File: src/rtl/spw_cfg_pkg.sv
// Shared constants and state encoding for the SpaceWire configuration packet decoder.
package spw_cfg_pkg;

    localparam logic [7:0] CMD_WR   = 8'h01;
    localparam logic [7:0] CMD_RD   = 8'h02;
    localparam logic [7:0] EOP_CODE = 8'h00;
    localparam logic [7:0] EEP_CODE = 8'h01;

    // Bit of an N-char that marks it as a control character.
    localparam int unsigned CHAR_CTRL_BIT = 8;

    typedef enum logic [2:0] {
        IDLE,
        ADDR,
        DATA,
        TAIL,
        DISCARD,
        ISSUE
    } state_e;

endpackage

File: src/rtl/cfg_pkt_decoder.sv
// Parses configuration command packets from a FWFT RX FIFO into single write/read requests;
// malformed packets are dropped and counted.
module cfg_pkt_decoder
    import spw_cfg_pkg::*;
#(
    parameter int unsigned DW   = 32,
    parameter int unsigned AW   = 32,
    parameter int unsigned ERRW = 8
) (
    input  logic            clk_i,
    input  logic            rst_i,
    input  logic            rxf_empty_i,
    input  logic [8:0]      rxf_data_i,
    output logic            rxf_rd_o,
    output logic            cfg_req_o,
    output logic            cfg_we_o,
    output logic [AW-1:0]   cfg_addr_o,
    output logic [DW-1:0]   cfg_wdata_o,
    input  logic            cfg_ack_i,
    output logic            pkt_err_o,
    output logic [ERRW-1:0] err_cnt_o
);

    localparam int unsigned AB   = AW / 8;
    localparam int unsigned DB   = DW / 8;
    localparam int unsigned MAXB = (AB > DB) ? AB : DB;
    localparam int unsigned CW   = $clog2(MAXB + 1);

    state_e          state_q, state_d;
    logic [CW-1:0]   cnt_q, cnt_d;
    logic [AW-1:0]   addr_q, addr_d;
    logic [DW-1:0]   wdata_q, wdata_d;
    logic            we_q, we_d;
    logic [ERRW-1:0] err_cnt_q, err_cnt_d;

    logic       pop, err;
    logic       is_ctrl, is_eop, is_eep, is_term;
    logic [7:0] code;

    assign is_ctrl = rxf_data_i[CHAR_CTRL_BIT];
    assign code    = rxf_data_i[7:0];
    assign is_eop  = is_ctrl && (code == EOP_CODE);
    assign is_eep  = is_ctrl && (code == EEP_CODE);
    // Control chars other than EOP/EEP do not end a packet; they only poison it.
    assign is_term = is_eop || is_eep;

    assign pop = !rst_i && !rxf_empty_i && (state_q != ISSUE);

    always_comb begin
        state_d   = state_q;
        cnt_d     = cnt_q;
        addr_d    = addr_q;
        wdata_d   = wdata_q;
        we_d      = we_q;
        err_cnt_d = err_cnt_q;
        err       = 1'b0;

        if (state_q == ISSUE) begin
            if (cfg_ack_i) state_d = IDLE;
        end else if (pop) begin
            unique case (state_q)
                IDLE: begin
                    if (!is_ctrl) begin
                        cnt_d = '0;
                        if (code == CMD_WR) begin
                            we_d    = 1'b1;
                            state_d = ADDR;
                        end else if (code == CMD_RD) begin
                            we_d    = 1'b0;
                            state_d = ADDR;
                        end else begin
                            state_d = DISCARD;
                        end
                    end else if (!is_term) begin
                        state_d = DISCARD;
                    end
                end
                ADDR: begin
                    if (is_term) begin
                        err     = 1'b1;
                        state_d = IDLE;
                    end else if (is_ctrl) begin
                        state_d = DISCARD;
                    end else begin
                        addr_d = (addr_q << 8) | AW'(code);
                        if (cnt_q == CW'(AB - 1)) begin
                            cnt_d   = '0;
                            state_d = we_q ? DATA : TAIL;
                        end else begin
                            cnt_d = cnt_q + CW'(1);
                        end
                    end
                end
                DATA: begin
                    if (is_term) begin
                        err     = 1'b1;
                        state_d = IDLE;
                    end else if (is_ctrl) begin
                        state_d = DISCARD;
                    end else begin
                        wdata_d = (wdata_q << 8) | DW'(code);
                        if (cnt_q == CW'(DB - 1)) begin
                            cnt_d   = '0;
                            state_d = TAIL;
                        end else begin
                            cnt_d = cnt_q + CW'(1);
                        end
                    end
                end
                TAIL: begin
                    if (is_eop) begin
                        state_d = ISSUE;
                    end else if (is_eep) begin
                        err     = 1'b1;
                        state_d = IDLE;
                    end else begin
                        state_d = DISCARD;
                    end
                end
                DISCARD: begin
                    if (is_term) begin
                        err     = 1'b1;
                        state_d = IDLE;
                    end
                end
                default: state_d = IDLE;
            endcase
        end

        if (err && (err_cnt_q != {ERRW{1'b1}})) err_cnt_d = err_cnt_q + ERRW'(1);
    end

    always_ff @(posedge clk_i) begin
        if (rst_i) begin
            state_q   <= IDLE;
            cnt_q     <= '0;
            addr_q    <= '0;
            wdata_q   <= '0;
            we_q      <= 1'b0;
            err_cnt_q <= '0;
        end else begin
            state_q   <= state_d;
            cnt_q     <= cnt_d;
            addr_q    <= addr_d;
            wdata_q   <= wdata_d;
            we_q      <= we_d;
            err_cnt_q <= err_cnt_d;
        end
    end

    assign rxf_rd_o    = pop;
    assign cfg_req_o   = (state_q == ISSUE);
    assign cfg_we_o    = we_q;
    assign cfg_addr_o  = addr_q;
    assign cfg_wdata_o = wdata_q;
    assign pkt_err_o   = err;
    assign err_cnt_o   = err_cnt_q;

endmodule

File: config.mk
export PLATFORM = sky130hd
export DESIGN_NAME = cfg_pkt_decoder
export DESIGN_NICKNAME = d
export VERILOG_FILES = /design/src/rtl/spw_cfg_pkg.sv /design/src/rtl/cfg_pkt_decoder.sv
export SDC_FILE = /design/constraint.sdc
export NUM_CORES = 1
export LEC_CHECK = 0
export CELL_PAD_IN_SITES_DETAIL_PLACEMENT = 1
export CELL_PAD_IN_SITES_GLOBAL_PLACEMENT = 2
export CORE_MARGIN = 2
export CORE_UTILIZATION = 37
export DETAILED_ROUTE_END_ITERATION = 10
export DONT_BUFFER_PORTS = 1
export GPL_TIMING_DRIVEN = 0
export HOLD_SLACK_MARGIN = 0.03
export PLACE_DENSITY = 0.92
export SYNTH_ARGS = -nofsm -noshare
export SYNTH_HDL_FRONTEND = slang
export SYNTH_SLANG_ARGS = --single-unit
File: constraint.sdc
create_clock -name clk_i -period 5.8 [get_ports clk_i]
set_clock_uncertainty 0.2 [all_clocks]
set_input_delay 1.16 -clock clk_i [delete_from_list [all_inputs] [get_ports clk_i]]
set_output_delay 1.16 -clock clk_i [all_outputs]
set_load 0.01 [all_outputs]
# Yosys cells after proc, flatten, opt, wreduce, memory -nomap -nowiden
# Cells that the tools add are included.
# word_totals
register_bits	79
input_bits	13
output_inout_bits	76
word_cells	82
# classes
addsub	2
eq_ne	18
muxes	31
n_bitwise	5
n_reduce_logical	20
# op_table
op	n
32-bit by 8-bit OR with 32-bit output	2
3-bit 2-to-1 mux	20
3-bit one-hot mux with 5 select lines	1
5-bit AND reduction	3
6-bit AND reduction	2
5-bit != test, second input constant	2
3-bit by 2-bit equality test with 1-bit output, second input constant	3
8-bit by 1-bit adder with 8-bit output, second input constant	1
8-bit by 1-bit equality test with 1-bit output, second input constant	1
8-bit by 2-bit equality test with 1-bit output, second input constant	1
8-bit logical NOT	1
1-bit 2-to-1 mux	8
8-bit != test, second input constant	1
3-bit equality test, second input constant	2
2-bit != test, second input constant	3
3-bit != test, second input constant	2
3-bit one-hot mux with 2 select lines	1
2-bit nonzero test	3
1-bit logical AND	5
4-bit != test, second input constant	1
3-bit by 1-bit adder with 3-bit output, second input constant	1
3-bit by 1-bit equality test with 1-bit output, second input constant	1
3-bit logical NOT	1
1-bit NOT	3
6 further kinds	7

# Logic depth before layout (Yosys ltp)
# Gate-level depths: netlist of the first run.
# depth
depth_word	8
mapped_depth	7
mapped_depth_nobuf	6

# Worst setup path before layout of the first run
# Ideal clock, no wire load.
# synth_path
path_kind	input to output
startpoint	input rxf_data_i[1]
endpoint	output pkt_err_o
arrival_time_ns	1.933
required_time_ns	4.440
path_slack_ns	2.507
stages	4
n_path_buf	1
path_cell_list	buf_6 -> nor4b_4 -> and2_4 -> and3_2
# synth_via
elab_chain_cells	7
elab_cells_between_ends	11
classes_between	eq/ne (1); mux (6); reduce/logical (4)
# synth_lines
element	line_no	rtl
start: declaration	cfg_pkt_decoder.sv:13	input logic [8:0] rxf_data_i,
8-bit by 1-bit equality test with 1-bit output / 8-bit logical NOT (equally long branches)	cfg_pkt_decoder.sv:43, cfg_pkt_decoder.sv:42	
1-bit logical AND (on tied branches)	cfg_pkt_decoder.sv:43, cfg_pkt_decoder.sv:42	
1-bit 2-to-1 mux / 1-bit logical OR (equally long branches)	cfg_pkt_decoder.sv:113, cfg_pkt_decoder.sv:45	
1-bit 2-to-1 mux (on tied branches)	n/a	
1-bit one-hot mux with 2 select lines *	cfg_pkt_decoder.sv:61	unique case (state_q)
1-bit 2-to-1 mux *	cfg_pkt_decoder.sv:60	end else if (pop) begin
1-bit 2-to-1 mux *	cfg_pkt_decoder.sv:58	if (state_q == ISSUE) begin
end: declaration	cfg_pkt_decoder.sv:20	output logic pkt_err_o,
# Mark *: on every way between the ends. The rest lies on a longest branch, timed or not.

# Worst setup path in the final report of the first run
# layout_path
startpoint	input rst_i
endpoint	output rxf_rd_o
# layout_via
elab_chain_cells	3
# layout_lines
element	line_no	rtl
start: declaration	cfg_pkt_decoder.sv:11	input logic rst_i,
1-bit logical NOT	cfg_pkt_decoder.sv:47	assign pop = !rst_i && !rxf_empty_i && (state_q != ISSUE);
1-bit logical AND (2 in a row)	cfg_pkt_decoder.sv:47	
end: declaration	cfg_pkt_decoder.sv:14	output logic rxf_rd_o,
# Every way passes these cells.

==> summary.md, run 1 <==
| Metric | Value |
|---|---|
| Cell Pwr Density | 276.0 nW/um^2 |
| Row cnt | 34 |
| Post-route ant nets | 0 |
| Avg Cell Area, Syn | 7.876 um^2 |
| Syn Nets | approximately 430 |
| Final Hold Fails | 0 |
| Least-Margin Pin Slew | 0.8338 ns |
| Final setup fails | 0 |
| Commonest non-fill, non-tap cell in the layout | nand2_1 |
| Met2 Use GR | 33.21% |
| Max-Cap Viols | 0 |
| Final net count | 436 |
| Post-CTS Setup Inserts | 0 |
| Hold-fix buffers, CTS | 0 |
| CTS tree | built |
| RSZ-0062 raised after global routing | false |
| Via count | 2,814 |
| Global-route wire length before repair | 15,220 um |
| Post-synthesis async set-or-reset flop share | 0% |
| Critical path origin | rst_i |
| Vias/cell | roughly 5.3 |
| Die W | approximately 97 um |
| Fillers | 1,101 |
| Synth Warn # | 0 |
| GP Congestion | about 0.85 |
| Finished Core Util | 41.45% |
| Total Routed Length | 9114 um |
| Cell leakage power | 1.110 nW |
| Tot GR Track Use | 19.91% |
| Max H-tree Level | 3 |
| Drt first pass iters | 4 |
| FF-to-FF setup slack | 3.37 ns |
| Critical R2R Launch | state_q[2] |
| Hold_ws | slightly above 0.3 ns |
| CTS Sinks | 79 |
| WHS Endpoint | cfg_wdata_o[26] |
| Synth top area cells | dfxtp_1, nand2_1, a21oi_1, clkbuf_1, o21ai_0 |
| R2R depth | 6 |
| Post-synthesis register bit count | between 70 and 80 |
| Most crowded layer after global routing | met2 |
| Final instance count without filler cells | 534 |
| Mapped Cells | roughly 400 |
| Startpoint Class | input pin |
| Tmin final | 3.494 ns |
| Skew-Pair Late Insertion Delay | 0.35 ns |
| Kind of critical path | input pin to output pin |
| Per-cell routed wire length | roughly 17 um |
| Initial antenna violation count | 0 |
| # IOs | between 80 and 90 |
| Antenna fix cells | 0 |
| Die area | 9492 um^2 |
| Die Span Y | 97.43 um |
| Routing usage on met1 | a little under a quarter |
| Top_reg_cell synth | dfxtp_1 |
| CP max FO | 10 |
| Final period util | 60.25% |
| Starting Density | 37.58% |
| GR Util met3 | 6.547% |
| CP Capture Type | output pin |
| Cells on Worst Hold Path | 2 |
| Reg clk slew, reported paths | 0.08 ns |
| Core area | 8593 um^2 |
| DRC Markers | 0 |
| Most frequent cells in the layout | nand2_1, dfxtp_1, a21oi_1 |
| Top cell type's share of synthesized area | 48.97% |
| Slew headroom | between 40% and 50% |
| Max clock buf depth | 2 |
| Mapped Area | 3229 um^2 |
| Placed cell count | 518 |
| Worst hold path type | register to register |
| Status | finished clean |
| Fin. max-slew vios | 0 |
| Layout cells sized above 1 | around 7.7% |
| Hpwl dp | 6669 um |
| Pin count of the biggest net entering global routing | 15 |
| VDD IR-drop max | 0.09770 mV |
| Unique masters post-synth | 48 |
| Area delta synth->final | 10.31% |
| Clock Tree Root | clkbuf_8 |
| 1st-iter DRT viols | 99 |
| Vias in the first global route | 2,961 |
| Area leader, netlist | dfxtp_1 |
| Number of flops mapped to enable cells by yosys | 0 |
| Area of the multi-input gates | approximately 1500 um^2 |
| CTS Buf Count | 9 |
| Post-CTS resize count | 0 |
| Min-delay src | cfg_wdata_o[26] |
| FF-to-FF End | cfg_wdata_o[24] |
| Setup TNS | 0 ns |
| Critical Path RT | ~4.4 ns |
| Seq/Total Area, Yosys | 48.97% |
| FMAX | 286.2 MHz |
| Register area | around 1600 um^2 |
| Global route total overflow | 0 |
| CP arrival | 2.13 ns |
| # port buffers | 0 |
==> area by class of cell <==
cell class | instances | area share (%)
clock buffer | 9 | 3.477
tap | 108 | 3.793
multi-input combinational | 299 | 42.25
clock inverter | 7 | 2.072
inverter | 4 | 0.4215
sequential | 79 | 44.40
buffer | 28 | 3.583
==> synthesized netlist by cell type, types with 2 or more instances <==
cell,count
nand2_1,139
nor2_1,12
nor4b_1,3
nand4_1,2
nor3b_1,2
nand3_1,6
buf_6,2
a21oi_1,76
o21ai_0,10
dfxtp_1,79
inv_1,4
a221oi_1,2
buf_2,2
or3_1,4
nor2b_1,3
and3_1,2
nor4_1,2
nand2b_1,5
clkbuf_1,22
nor3_1,4
ha_1,2
==> worst max-delay path by stage <==
stage | to | slack, ns | cells past startpoint
finish | rxf_rd_o | 2.31 | 3
global route | rxf_rd_o | 2.22 | 3
CTS | rxf_rd_o | 2.31 | 3
detailed placement | rxf_rd_o | 2.32 | 3
global placement | rxf_rd_o | 2.28 | 3
floorplan | pkt_err_o | 2.51 | 4
==> critical path, stage by stage <==
cell and delay (ns):
clkbuf_1 0.31, clkbuf_1 0.48, nor3_1 0.18
==> kinds of logic after synthesis <==
family,synth area share (%)
compound gates,17.13
buf+inv,4.417
mux,0.6586
flops,48.97
simple gates,27.51
xor+xnor,0.5425
fa+ha+maj,0.7748
==> stage by stage <==
stage | setup slack (ns) | total power, mW | area (um^2)
after floorplan | 2.507 | 0.5790 | 3229
after global placement | 2.276 | 0.5873 | 3364
after detailed placement | 2.319 | 0.5882 | 3364
after CTS | 2.309 | 0.9954 | 3562
after global routing | 2.218 | 1.021 | 3562
final | 2.306 | 0.9833 | 3562
==> routing by layer <==
metal	part of all wire, %	up-vias
met1	42	1333
met4	1.9	0
met2	48	67
li1	-	1400
met3	7.7	14
met5	0	-
==> state kept, by name, indices dropped and copies added, names as in the netlist <==
signal,count
cfg_addr_o,32
cfg_wdata_o,32
cfg_we_o,1
cnt_q,3
err_cnt_o,8
state_q,3
==> power by group <==
part / total (mW) / internal [mW] / switching, mW / leakage [nW]
Combinational: 0.0324 / 0.00917 / 0.0232 / 0.374
Sequential: 0.543 / 0.542 / 0.000487 / 0.636
Clock: 0.408 / 0.199 / 0.209 / 0.0992
(Power assumes the default switching activity.)
==> run 2: changes to the inputs <==
--- a/config.mk
+++ b/config.mk
@@ -8,12 +8,12 @@
 export CELL_PAD_IN_SITES_DETAIL_PLACEMENT = 1
 export CELL_PAD_IN_SITES_GLOBAL_PLACEMENT = 2
 export CORE_MARGIN = 2
-export CORE_UTILIZATION = 37
+export CORE_UTILIZATION = 31
 export DETAILED_ROUTE_END_ITERATION = 10
 export DONT_BUFFER_PORTS = 1
 export GPL_TIMING_DRIVEN = 0
 export HOLD_SLACK_MARGIN = 0.03
-export PLACE_DENSITY = 0.92
+export PLACE_DENSITY = 0.83
 export SYNTH_ARGS = -nofsm -noshare
 export SYNTH_HDL_FRONTEND = slang
 export SYNTH_SLANG_ARGS = --single-unit
==> constraint.sdc (replaced) <==
create_clock -name clk_i -period 3.1 [get_ports clk_i]
set_clock_uncertainty 0.2 [all_clocks]
set_input_delay 0.62 -clock clk_i [delete_from_list [all_inputs] [get_ports clk_i]]
set_output_delay 0.62 -clock clk_i [all_outputs]
set_load 0.01 [all_outputs]
==> summary.md, run 2 (synthesis results as in run 1) <==
| Metric | Value |
|---|---|
| Die W | 106.1 um (was 97.43 um) |
| Cell leakage power | 1.115 nW (was 1.110 nW) |
| CP arrival | 1.63 ns (was 2.13 ns) |
| Critical Path RT | 2.28 ns (was 4.44 ns) |
| DRC Markers | 0 (unchanged) |
| Max H-tree Level | 3 (unchanged) |
| Setup ws final | 0.6485 ns (was 2.306 ns) |
| Global-route wire length before repair | 15,090 um (was 15,220 um) |
| Most frequent cells in the layout | nand2_1, dfxtp_1, a21oi_1 (unchanged) |
| Vias in the first global route | 2,887 (was 2,961) |
| Final instance count without filler cells | 562 (was 534) |
| Fin. max-slew vios | 0 (unchanged) |
| Row cnt | 37 (was 34) |
| Least-Margin Pin Slew | 0.8303 ns (was 0.8338 ns) |
| Hold-fix buffers, CTS | 0 (unchanged) |
| Area after DPL | 3400 um^2 (was 3364 um^2) |
| Max incr delay on CP | 0.42 ns (was 0.48 ns) |
| Total Routed Length | 9339 um (was 9114 um) |
| Placed cell count | 546 (was 518) |
| Worst-path cell chain | clkbuf_2, nand3b_1, inv_1, nor3_1 (was clkbuf_1, clkbuf_1, nor3_1) |
| Top Family by Delay on Critical Path | simple AND/OR/NAND/NOR gates (was buffers and inverters) |
| CP max FO | 10 (unchanged) |
| Per-cell routed wire length | 16.62 um (was 17.07 um) |
| Tot GR Track Use | 17.22% (was 19.91%) |
| Area delta synth->final | 11.62% (was 10.31%) |
| Layout cells sized above 1 | 7.042% (was 7.746%) |
| Final net count | 436 (unchanged) |
| Post-CTS Setup Inserts | 0 (unchanged) |
| VDD IR-drop max | 0.2728 mV (was 0.09770 mV) |
| Initial antenna violation count | 0 (unchanged) |
| Max-Cap Viols | 0 (unchanged) |
| Antenna fix cells | 0 (unchanged) |
| Drt first pass iters | 4 (unchanged) |
| Die Span Y | 106.1 um (was 97.43 um) |
| Commonest non-fill, non-tap cell in the layout | nand2_1 (unchanged) |
| Worst hold path type | input pin to register (was register to register) |
| CTS tree | built (unchanged) |
| 1st-iter DRT viols | 111 (was 99) |
| # port buffers | 0 (unchanged) |
| Skew-Pair Late Insertion Delay | 0.37 ns (was 0.35 ns) |
| Via count | 2,857 (was 2,814) |
| Final Instance Area | 3605 um^2 (was 3562 um^2) |
| Reg clk slew, reported paths | 0.08 ns (about the same) |
| CP bufs+invs | 2 (unchanged) |
| Starting Density | 31.56% (was 37.58%) |
| Finished Core Util | 35.23% (was 41.45%) |
| CTS Sinks | 79 (unchanged) |
| CTS Buf Count | 9 (unchanged) |
| Pin count of the biggest net entering global routing | 13 (was 15) |
| Core area | 10,230 um^2 (was 8593 um^2) |
| RSZ-0062 raised after global routing | false (unchanged) |
| Global route total overflow | 0 (unchanged) |
| Die area | 11,250 um^2 (was 9492 um^2) |
| Status | finished clean (unchanged) |
| Setup WS pre-CTS | 0.3102 ns (was 2.319 ns) |
| Final period util | 79.08% |
| Post-route ant nets | 0 (unchanged) |
| Vias/cell | 5.084 (was 5.270) |
| Tmin final | 2.452 ns |
| Max clock buf depth | 2 (unchanged) |
| Post-CTS resize count | 0 (unchanged) |
| Setup TNS | 0 ns (unchanged) |
| Kind of critical path | register to output pin (was input pin to output pin) |
| Clock Tree Root | clkbuf_8 (unchanged) |
| Total power | 1.914 mW (was 0.9833 mW) |
| Cell Pwr Density | 530.9 nW/um^2 (was 276.0 nW/um^2) |
| Critical-path top delay cell | dfxtp_1 (was clkbuf_1) |
| GP Congestion | 0.8334 (was 0.8513) |
| FF-to-FF setup slack | 0.72 ns (was 3.37 ns) |
| Final Hold Fails | 0 (unchanged) |
| Startpoint Class | register (was input pin) |
| Hpwl dp | 6851 um (was 6669 um) |
| Hold_ws | 0.1655 ns (was 0.3046 ns) |
| # IOs | 89 (unchanged) |
| FMAX | ~400 MHz |
| Final setup fails | 0 (unchanged) |
| CP Capture Type | output pin (unchanged) |
| Slew headroom | 44.14% (was 43.90%) |
-- run 2: cell types whose count changed in the layout (fill, tap and decap cells not counted) --
cell / delta
clkbuf_1: +3
bufinv_16: +1
clkinv_4: -3
clkinvlp_4: -1
-- run 2: power breakdown --
group	internal [mW]	total, mW	switching, mW
registers	1.01	1.02	0.000666
logic	0.0172	0.0606	0.0435
clock network	0.452	0.837	0.385
-- run 2: cell type report --
type / instances / area (um^2)
plain buffers: 28 / 127.6
clock buffers: 12 / 135.1
clock inverters: 4 / 70.07
fillers: 1238 / 6626
inverters: 4 / 15.01
multi-input cells: 299 / 1505
flip-flops and latches: 79 / 1582
well taps: 136 / 170.2
-- run 2: per-layer routing --
metal  routed length (um)  track usage (%)  vias up
li1                     -                -     1399
met1                 4087            20.98     1382
met2                 4381            27.24       61
met3                  676            6.376       15
met4                  194            7.519        0
met5                    0                0        -
-- run 2: worst reg2reg max path, stage by stage (launching register included) --
cell and delay (ns):
dfxtp_1 0.31, buf_4 0.17, nor4_1 0.74, nand2_1 0.28, clkbuf_1 0.31, nand2_1 0.14, a21oi_1 0.08
-- run 2: worst paths after layout --
check	end	cells after the start	from
setup / recovery	rxf_rd_o	4	state_q[1]
hold reg to reg	cnt_q[2]	1	cnt_q[2]
hold / removal	state_q[2]	1	rxf_empty_i
setup reg to reg	cfg_wdata_o[28]	6	state_q[2]
